`config.mk`:
```
export PLATFORM = sky130hd
export DESIGN_NAME = pipe_addsub
export DESIGN_NICKNAME = d
export VERILOG_FILES = /design/src/rtl/pipe_addsub_pkg.sv /design/src/rtl/addsub_chunk.sv /design/src/rtl/pipe_addsub.sv
export SDC_FILE = /design/constraint.sdc
export NUM_CORES = 1
export LEC_CHECK = 0
export CORE_UTILIZATION = 25
export DETAILED_ROUTE_END_ITERATION = 10
export GPL_TIMING_DRIVEN = 0
export PLACE_DENSITY = 0.54
export SLEW_MARGIN = 10
export SYNTH_ARGS = -nofsm -noshare
export SYNTH_HDL_FRONTEND = slang
export SYNTH_SLANG_ARGS = --single-unit
```
`constraint.sdc`:
```
create_clock -name clk -period 5.56 [get_ports clk]
set_clock_uncertainty 0.2 [all_clocks]
set_input_delay 1.112 -clock clk [delete_from_list [all_inputs] [get_ports clk]]
set_output_delay 1.112 -clock clk [all_outputs]
set_load 0.01 [all_outputs]
```
`src/rtl/pipe_addsub_pkg.sv`:
```
// rtl/pipe_addsub_pkg.sv - shared constants for the pipelined add/sub unit
// Purpose: operation encodings and the default datapath width used by the ALU.
package pipe_addsub_pkg;

  localparam logic OP_ADD = 1'b0;
  localparam logic OP_SUB = 1'b1;

  localparam int ALU_WIDTH = 32;

endpackage

```
`src/rtl/addsub_chunk.sv`:
```
// rtl/addsub_chunk.sv - combinational CW-bit adder slice with carry in/out
// Purpose: one ripple chunk of the pipelined add/sub; the caller pre-inverts b for subtraction.
// Ports:
//   a, b  in  CW  chunk operands
//   cin   in  1   carry into the chunk LSB
//   sum   out CW  chunk sum
//   cout  out 1   carry out of the chunk MSB
module addsub_chunk #(
  parameter int CW = 16
) (
  input  logic [CW-1:0] a,
  input  logic [CW-1:0] b,
  input  logic          cin,
  output logic [CW-1:0] sum,
  output logic          cout
);

  assign {cout, sum} = {1'b0, a} + {1'b0, b} + {{CW{1'b0}}, cin};

endmodule

```
`src/rtl/pipe_addsub.sv`:
```
// rtl/pipe_addsub.sv - pipelined WIDTH-bit add/subtract with valid/ready handshake
// Purpose: splits an add/sub into STAGES ripple chunks, one chunk per clock, and reports
//          carry-out and signed overflow for trapping and non-trapping add/sub.
// Ports:
//   clk, rst             clock, synchronous active-high reset
//   flush                synchronous kill of every in-flight operation
//   in_valid/in_ready    operand handshake (a, b, sub)
//   out_valid/out_ready  result handshake (y, carry, ovf)
module pipe_addsub
  import pipe_addsub_pkg::*;
#(
  parameter int WIDTH  = ALU_WIDTH,
  parameter int STAGES = 2
) (
  input  logic             clk,
  input  logic             rst,
  input  logic             flush,
  input  logic             in_valid,
  output logic             in_ready,
  input  logic [WIDTH-1:0] a,
  input  logic [WIDTH-1:0] b,
  input  logic             sub,
  output logic             out_valid,
  input  logic             out_ready,
  output logic [WIDTH-1:0] y,
  output logic             carry,
  output logic             ovf
);

  localparam int CW   = WIDTH / STAGES;
  localparam int LAST = STAGES - 1;

  if ((STAGES < 1) || (STAGES > 8) || ((WIDTH % STAGES) != 0)) begin : g_bad_params
    $error("pipe_addsub: WIDTH must be a multiple of STAGES and STAGES must be 1..8");
  end

  // Per-stage registers: full operands (b already conditionally inverted), the partial
  // result built so far, and the carry out of the most recently computed chunk.
  logic [STAGES-1:0]            s_valid;
  logic [STAGES-1:0][WIDTH-1:0] s_a;
  logic [STAGES-1:0][WIDTH-1:0] s_b;
  logic [STAGES-1:0][WIDTH-1:0] s_y;
  logic [STAGES-1:0]            s_c;
  logic                         ovf_r;

  // Stage inputs: stage 0 is fed from the ports, stage k from stage k-1.
  logic [STAGES-1:0][WIDTH-1:0] st_a;
  logic [STAGES-1:0][WIDTH-1:0] st_b;
  logic [STAGES-1:0][WIDTH-1:0] st_y;
  logic [STAGES-1:0]            st_c;
  logic [STAGES-1:0][WIDTH-1:0] nxt_y;

  logic [CW-1:0] ch_sum  [STAGES];
  logic          ch_cout [STAGES];

  // adv[k]: stage k's contents move on (or it is empty) this cycle, so it can accept.
  logic [STAGES-1:0] adv;
  logic [STAGES-1:0] load;
  logic              ovf_next;

  always_comb begin
    adv       = '0;
    adv[LAST] = out_ready;
    for (int k = LAST - 1; k >= 0; k--) begin
      adv[k] = !s_valid[k+1] || adv[k+1];
    end

    in_ready = !s_valid[0] || adv[0];
    load     = '0;
    load[0]  = in_valid && in_ready;
    for (int k = 1; k < STAGES; k++) begin
      load[k] = s_valid[k-1] && adv[k-1];
    end

    st_a    = '0;
    st_b    = '0;
    st_y    = '0;
    st_c    = '0;
    st_a[0] = a;
    st_b[0] = (sub == OP_SUB) ? ~b : b;
    st_y[0] = '0;
    st_c[0] = sub;
    for (int k = 1; k < STAGES; k++) begin
      st_a[k] = s_a[k-1];
      st_b[k] = s_b[k-1];
      st_y[k] = s_y[k-1];
      st_c[k] = s_c[k-1];
    end

    nxt_y = st_y;
    for (int k = 0; k < STAGES; k++) begin
      nxt_y[k][k*CW +: CW] = ch_sum[k];
    end

    // Overflow needs the operand sign bits, which travel with the data to the last stage.
    ovf_next = (st_a[LAST][WIDTH-1] == st_b[LAST][WIDTH-1]) &&
               (ch_sum[LAST][CW-1] != st_a[LAST][WIDTH-1]);
  end

  for (genvar k = 0; k < STAGES; k++) begin : g_chunk
    addsub_chunk #(.CW(CW)) u_chunk (
      .a    (st_a[k][k*CW +: CW]),
      .b    (st_b[k][k*CW +: CW]),
      .cin  (st_c[k]),
      .sum  (ch_sum[k]),
      .cout (ch_cout[k])
    );
  end

  always_ff @(posedge clk) begin
    if (rst) begin
      s_valid <= '0;
      s_a     <= '0;
      s_b     <= '0;
      s_y     <= '0;
      s_c     <= '0;
      ovf_r   <= 1'b0;
    end else begin
      for (int k = 0; k < STAGES; k++) begin
        // Flush wins over any load, including a same-cycle input handshake.
        if (flush) begin
          s_valid[k] <= 1'b0;
        end else begin
          s_valid[k] <= load[k] || (s_valid[k] && !adv[k]);
        end
        if (load[k]) begin
          s_a[k] <= st_a[k];
          s_b[k] <= st_b[k];
          s_y[k] <= nxt_y[k];
          s_c[k] <= ch_cout[k];
        end
      end
      if (load[LAST]) begin
        ovf_r <= ovf_next;
      end
    end
  end

  assign out_valid = s_valid[LAST];
  assign y         = s_y[LAST];
  assign carry     = s_c[LAST];
  assign ovf       = ovf_r;

endmodule

```
# Word level (Yosys, flattened, before mapping)
# Cells that the tools add are included.
dict set report classes {
  n_eq_ne 2
  add_sub_neg 4
  n_reduce_logical 14
  n_bitwise 1
  n_mux 1
}
# cell n
set ops {}
lappend ops {{16-bit by 16-bit adder with 17-bit output} 2}
lappend ops {{17-bit by 1-bit adder with 17-bit output} 2}
lappend ops {{32-bit two-way mux} 1}
lappend ops {{32-bit NOT} 1}
lappend ops {{1-bit logical AND} 5}
lappend ops {{1-bit zero test} 4}
lappend ops {{1-bit logical OR} 4}
lappend ops {{2-bit OR reduction} 1}
lappend ops {{1-bit equality test} 1}
lappend ops {{1-bit inequality test} 1}
dict set report word_totals {
  inputBits 70
  output_inout_bits 36
  regBits 117
  word_cells 30
}

# Depth between registers and ports, before layout
# Gate-level depths: netlist (run 1).
dict set report depth {
  word_depth 5
  depth_mapped 11
}

# Cells and area by module
# From an unflattened synthesis (run 1), not the netlist that was laid out.
dict set report unflattened {
  hier_cells 581
  hier_area_um2 5182.5
}
# mod area_each_um2 cells_each n_inst seq_area_each_um2
set by_module_without_submodules {}
lappend by_module_without_submodules {pipe_addsub 3701.0 400 1 1701.6}
lappend by_module_without_submodules {{addsub_chunk at g_chunk[1].u_chunk} 748.2 92 1 0.0}
lappend by_module_without_submodules {{addsub_chunk at g_chunk[0].u_chunk} 733.2 89 1 0.0}

# Worst setup path after synthesis (run 1)
# Ideal clock, no wire load.
dict set report synth_timing {
  path_type {input to register}
  start {in sub}
  end {reg s_y (netlist bit nxt_y[47])}
  stages 11
  t_required_ns 5.243
  t_arrival_ns 3.527
  path_buffers 3
  setup_time_ns 0.117
  slack_ns 1.717
  path_cell_list {clkbuf_1 buf_1 buf_2 xor2_1 ha_1 a21o_1 a21o_1 a211oi_1 o31ai_1 xor2_1 a22o_1}
}
dict set report synth_via {
  elab_chain_len 3
}
# element line_no
set synth_rtl {}
lappend synth_rtl {{start, declared} pipe_addsub.sv:22} ;# input logic sub,
lappend synth_rtl {{32-bit two-way mux} pipe_addsub.sv:80} ;# st_b[0] = (sub == OP_SUB) ? ~b : b;
lappend synth_rtl {{16-bit by 16-bit adder with 17-bit output} addsub_chunk.sv:18} ;# assign {cout, sum} = {1'b0, a} + {1'b0, b} + {{CW{1'b0}}, cin};
lappend synth_rtl {{17-bit by 1-bit adder with 17-bit output (*)} addsub_chunk.sv:18}
lappend synth_rtl {{end signal, assigned by index} pipe_addsub.sv:129} ;# s_y[k] <= nxt_y[k];
lappend synth_rtl {{end, declared} pipe_addsub.sv:42} ;# logic [STAGES-1:0][WIDTH-1:0] s_y;
# Every way passes the cells marked *; elsewhere a longest branch is shown, timed or not.
# A chain may end at the register's enable or synchronous reset.

# Worst setup path after layout (run 1)
dict set report layout_timing {
  start {in sub}
  end {reg s_y (netlist bit nxt_y[46])}
}
# Same word-level chain as after synthesis.

==> impl_metrics.csv, run 1 <==
group,metric,value,unit
worst_setup_path,critPathLaunch,"sub",
logic_synthesis,ys_ff_latch,85,
final_layout,nets,796,
logic_synthesis,ys_seq_area_share,36.5,%
logic_synthesis,async_flop_share,0,%
clock_tree,cts_tree,"yes",
logic_synthesis,yosys_warnings,0,
die,dieArea,0.0192,sq mm
worst_setup_path,cp-start-kind,"input port",
global_route,grt_max_degree,15,
worst_setup_path,cp_max_fo,10,
global_route,grt_pass1_wl,22.6,mm
drt,post-route-drc-count,6,
worst_setup_path,cpLargestDelayFamily,"compound AO/OA/AOI/OAI gates",
drt,drt_iter0_drc,233,
logic_synthesis,syn_inst,578,
worst_setup_path,critPathSlowestCell,"buf_1",
run_status,violations,"design-rule violations",
worst_hold_path,hold_path_class,"reg -> reg",
die,die_x,139,um
clock_tree,ctsHoldBuffers,0,
power_and_ir_drop,p_leak,2.39,nW
worst_setup_path,cp.arrival,4.14,ns
logic_synthesis,synth.distinct_cells,52,
final_layout,syn2layout_area_growth,35.1,%
timing,max_slew.worst_pin.slew,0.809,ns
timing,drv_slew,0,
flow_run,max-cap-violations,0,
worst_setup_path,cp.required,5.63,ns
worst_setup_path,path_cells,"clkbuf_1, buf_1, buf_2, xor2_1, ha_1, a21oi_1, o21ai_0, a41oi_1, o211ai_1, a31o_2, a31oi_1",
place,io_buffers,104,
final_layout,antenna_cells,0,
die,rows,49,
power_and_ir_drop,power,1.68,mW
timing,fmax,0.245,GHz
drt,wl,14.1,mm
global_route,grt_pass1_vias,4295,
final_layout,layout_commonest_cell,"nand2_1",
clock_tree,cts_resized,0,
die,start_util,25.7,%
timing,period_needed,4.08,ns
final_layout,drive_above_1_share,3.44,%
timing,finalSetupViolCount,0,
worst_setup_path,worst-path-stages,11,
timing,hold_violations,0,
place,gp_congestion,0.841,
drt,viasPerCell,4.71,
clock_tree,cts_buffer_depth,2,
global_route,grtUsageTotal,14.9,%
drt,wl_per_cell,15.2,um
logic_synthesis,synthesis.nets,681,
timing,rsz0062_at_grt,"false",
logic_synthesis,synth_area_per_cell,8.08,sq um
die,core,0.0181,sq mm
power_and_ir_drop,p_per_area,266,mW/mm^2
drt,firstDrtPassIters,10,
drt,wl_met3,607,um
drt,highest_layer,"met4",
worst_setup_path,cp_num_buf_inv,3,
global_route,grt_overflow_total,0,
drt,ant_nets,0,
timing,max_slew_margin,46.1,%
run_status,status,"finished with violations",
place,place_hpwl,11.4,mm
clock_tree,clockRootBuffer,"clkbuf_16",
drt,wl_met1,7.03,mm
drt,routed-wl-met2,6.32,mm
logic_synthesis,synth_edf_count,0,
logic_synthesis,syn_area,0.00467,sq mm
power_and_ir_drop,max-vdd-ir-drop,0.115,mV
clock_tree,clk_latency,0.34,ns
worst_hold_path,whs_path_depth,2,
global_route,antenna_found_initial,0,
worst_setup_path,crit_path_end_kind,"register",
logic_synthesis,synthFlopType,"dfxtp_1",
timing,fin_crit_sh,73.3,%
clock_tree,cts.htree.levels,3,
worst_setup_path,reg2regPathDepth,8,
clock_tree,clk_pin_slew_worst_paths,0.06,ns
worst_setup_path,r2r-start,"s_c[0]",
clock_tree,post_cts_buffers,0,
worst_setup_path,crit_type,"in -> reg",
clock_tree,cts_buffers,9,
worst_setup_path,critPathMaxStageDelay,0.65,ns
die,ioPinCount,106,
clock_tree,numClockSinks,85,
die,dieHeight,139,um
drt,num_vias,4364,
worst_hold_path,worstHoldStart,"y[5]",
final_layout,final_cell_mix,"nand2_1 (112), clkdlybuf4s50_1 (104), dfxtp_1 (85)",
timing,finalSetupTns,0,ns
worst paths after layout:
path	end	slack [ns]
min	y[5]	0.25
max	nxt_y[46]	1.48
max reg2reg	s_c[1]	2.42
min reg2reg	y[5]	0.25
per-layer routing:
layer	track usage (%)	vias to the layer above
li1	-	2278
met1	20.6	1992
met2	23.5	85
met3	2.83	9
met4	4.39	0
met5	0	-
report_power, final:
part | switching [mW] | total [mW] | internal [mW]
clock | 0.251 | 0.627 | 0.375
sequential | 0.0243 | 0.673 | 0.649
combinational | 0.205 | 0.380 | 0.175
total | 0.481 | 1.68 | 1.20
registers in the layout (all words and copies together) (netlist names):
| name | count |
|---|---|
| nxt_y | 16 |
| ovf | 1 |
| s_a | 16 |
| s_b | 16 |
| s_c | 2 |
| s_valid | 2 |
| y | 32 |
worst min-delay path, delay by kind of cell (launching register included):
kind / cells / cell delay, ns
AOI/OAI and AO/OA: 1 / 0.05
DFF: 1 / 0.30
and+or+nand+nor: 1 / 0.05
area by class of cell:
type | count | area, sq um
clock buffers | 12 | 256
flip-flops and latches | 85 | 1700
fillers | 1914 | 11800
inverters | 7 | 26.3
multi-input cells | 454 | 2820
plain buffers | 32 | 121
clock inverters | 4 | 55.1
repair buffers | 104 | 1040
well taps | 229 | 287
cells in the mapped netlist (2+ instances only):
library cell | instances | area share, %
nand2_1 | 112 | 9.0
xor2_1 | 21 | 3.9
xnor2_1 | 27 | 5.1
o211ai_1 | 4 | 0.64
nor4b_1 | 3 | 0.56
clkbuf_1 | 29 | 2.3
a21boi_0 | 2 | 0.32
and2_1 | 6 | 0.80
a21o_1 | 7 | 1.1
nor3_1 | 8 | 0.86
o22ai_1 | 2 | 0.27
o21ai_0 | 19 | 2.0
o311ai_0 | 3 | 0.56
nor2_1 | 39 | 3.1
a21oi_1 | 72 | 7.7
fa_1 | 3 | 1.3
buf_1 | 2 | 0.16
o31ai_1 | 5 | 0.80
nand4_1 | 5 | 0.67
nand2b_1 | 3 | 0.40
dfxtp_1 | 85 | 36
o21a_1 | 5 | 0.80
ha_1 | 30 | 8.0
inv_1 | 7 | 0.56
nand3_1 | 13 | 1.4
mux2i_1 | 2 | 0.43
nand3b_1 | 2 | 0.32
a22o_1 | 2 | 0.38
a31oi_1 | 4 | 0.54
nor2b_1 | 5 | 0.67
a211oi_1 | 26 | 4.2
or4_1 | 5 | 0.80
stage by stage:
step / instances / area (sq um) / hold WS [ns] / utilization (%) / worst slack [ns]
after floorplan: 578 / 4670 / 0.229 / - / 1.72
after CTS: 927 / 6310 / 0.253 / 34.8 / 1.41
after detailed placement: 911 / 6000 / 0.245 / 33.0 / 1.05
after global placement: 911 / 6000 / 0.242 / 33.0 / 1.09
after global routing: 927 / 6310 / 0.269 / 34.8 / 1.17
final: 927 / 6310 / 0.251 / 34.8 / 1.48
logic make-up (layout without fill, tap and decap cells):
| kind of cell | count (synthesis) | count (layout) | share of synthesized area [%] |
|---|---|---|---|
| fa+ha+maj | 33 | 33 | 9.33 |
| mux | 2 | 2 | 0.429 |
| xor+xnor | 48 | 48 | 9.01 |
| compound gates | 165 | 165 | 22.3 |
| flops | 85 | 85 | 36.5 |
| buf+inv | 39 | 159 | 3.16 |
| simple gates | 206 | 206 | 19.4 |
Power figures use the tool's default switching activity.
==> run 2, diff against run 1 <==
Clock period 5.56 ns to 4.1 ns, I/O delays scaled along.
==> results of run 2 <==
The final DEF is identical to that of run 1. Status: finished with violations: design-rule violations.
Among the figures that moved: setup slack after placement 1.05 ns -> -0.116 ns; setup slack after layout 1.48 ns -> 0.316 ns; register-to-register setup slack 2.42 ns -> 0.96 ns; total power 1.68 mW -> 2.28 mW; worst IR drop on VDD 0.115 mV -> 0.156 mV
==> run 3, diff against run 2 <==
Settings changed: GPL_TIMING_DRIVEN 0 to unset.
==> impl_metrics.csv, run 3 (synthesis gave the netlist of run 1 again) <==
group,metric,value,unit
die,core,0.0181,sq mm
global_route,grt_pass1_vias,4062,
drt,post-route-drc-count,6,
final_layout,multiInputGateArea,0.00282,sq mm
final_layout,final_cell_mix,"nand2_1 (112), clkdlybuf4s50_1 (103), dfxtp_1 (85)",
worst_setup_path,cp.required,3.08,ns
worst_hold_path,hold_path_class,"reg -> reg",
drt,drt_iter0_drc,235,
timing,finalSetupViolCount,0,
place,dpl.cell_count,889,
worst_setup_path,cp_max_fo,5,
drt,num_vias,4276,
place,place_hpwl,10.1,mm
final_layout,layout.cells.non_filler,904,
flow_run,max-cap-violations,0,
clock_tree,post_cts_buffers,0,
global_route,grt_max_degree,71,
clock_tree,clockRootBuffer,"clkbuf_16",
drt,ant_nets,0,
final_layout,layout_commonest_cell,"nand2_1",
clock_tree,clk_pin_slew_worst_paths,0.06,ns
clock_tree,ctsHoldBuffers,0,
die,dieArea,0.0192,sq mm
clock_tree,cts.htree.levels,3,
worst_setup_path,crit_path_end_kind,"output pin",
final_layout,syn2layout_area_growth,33.5,%
clock_tree,cts_buffer_depth,2,
place,io_buffers,105,
die,dieHeight,139,um
worst_setup_path,cpLargestDelayFamily,"buffers and inverters",
worst_setup_path,path_cells,"clkdlybuf4s50_1, nor2b_1, nand2_1, clkdlybuf4s50_1",
global_route,antenna_found_initial,0,
clock_tree,cts_resized,0,
power_and_ir_drop,p_leak,2.38,nW
timing,fin_crit_sh,80.9,%
worst_setup_path,crit_type,"in -> out",
die,ioPinCount,106,
timing,hold_violations,0,
drt,wl_per_cell,14.5,um
place,gp_congestion,0.833,
final_layout,nFillCells,1946,
drt,viasPerCell,4.73,
global_route,grt_pass1_wl,21.1,mm
run_status,status,"finished with violations",
final_layout,largest_register_ffs,32,
timing,drv_slew,0,
final_layout,seqCellArea,0.00170,sq mm
run_status,violations,"design-rule violations",
power_and_ir_drop,p_per_area,354,mW/mm^2
timing,fmax,0.302,GHz
timing,max_slew_margin,39.7,%
die,rows,49,
worst_setup_path,cpMostUsedCell,"clkdlybuf4s50_1",
die,start_util,25.7,%
timing,hold_ws,0.253,ns
die,die_x,139,um
worst_setup_path,critPathSlowestCell,"clkdlybuf4s50_1",
worst_setup_path,critPathMaxStageDelay,0.52,ns
timing,finalSetupTns,0,ns
final_layout,drive_above_1_share,5.19,%
global_route,grtUsageTotal,13.8,%
timing,rsz0062_at_grt,"false",
clock_tree,numClockSinks,85,
worst_setup_path,cp-start-kind,"input port",
worst_setup_path,cp_num_buf_inv,2,
drt,firstDrtPassIters,10,
final_layout,nets,774,
timing,period_needed,3.32,ns
final_layout,antenna_cells,0,
clock_tree,clk_latency,0.34,ns
clock_tree,cts_buffers,9,
power_and_ir_drop,max-vdd-ir-drop,0.168,mV
timing,max_slew.worst_pin.slew,0.904,ns
clock_tree,cts_tree,"yes",
worst_setup_path,cp.arrival,2.30,ns
drt,wl,13.1,mm
global_route,grt_overflow_total,0,
-- run 3: stage by stage --
stage               worst slack, ns  util (%)  power [mW]  cell area, sq um
floorplan                     0.549         -        1.25              4670
global placement              0.475      32.8        1.44              5950
detailed placement            0.461      32.8        1.44              5950
CTS                           0.744      34.3        2.23              6230
global route                  0.641      34.3        2.33              6230
finish                        0.785      34.3        2.21              6230
-- run 3: area by class of cell --
cell class,instances,share of cell area [%]
Clock buffer,13,4.34
Clock inverter,2,0.261
Inverter,7,0.422
Multi-Input combinational cell,454,45.3
Sequential cell,85,27.3
Tap cell,229,4.60
Timing Repair Buffer,114,17.8
-- run 3: worst register-to-register path: cells and delay by family, from the launching register on --
| kind | cells | cell delay [ns] |
|---|---|---|
| AND/OR/NAND/NOR | 1 | 0.46 |
| AO/OA/AOI/OAI | 5 | 1.06 |
| adder cells (fa/ha/maj) | 2 | 0.94 |
| flip-flops | 1 | 0.33 |
-- run 3: final timing paths --
path              startpoint        end  slack, ns  cells after the start
setup / recovery   out_ready   in_ready       0.78                      4
hold reg to reg    nxt_y[41]  nxt_y[41]       0.25                      2
hold / removal     nxt_y[41]  nxt_y[41]       0.25                      2
setup reg to reg      s_c[0]     s_c[1]       0.99                      8
-- run 3: power by group --
group          internal (mW)  leakage [nW]  switching (mW)
Clock                  0.460         0.138           0.328
Sequential             0.880         0.697          0.0348
Combinational          0.237          1.55           0.266
-- run 3: metal layers --
layer | track usage [%] | wire length [um]
met3 | 2.80 | 663
met5 | 0 | 0
met2 | 20.8 | 5630
met4 | 3.86 | 151
met1 | 19.8 | 6640
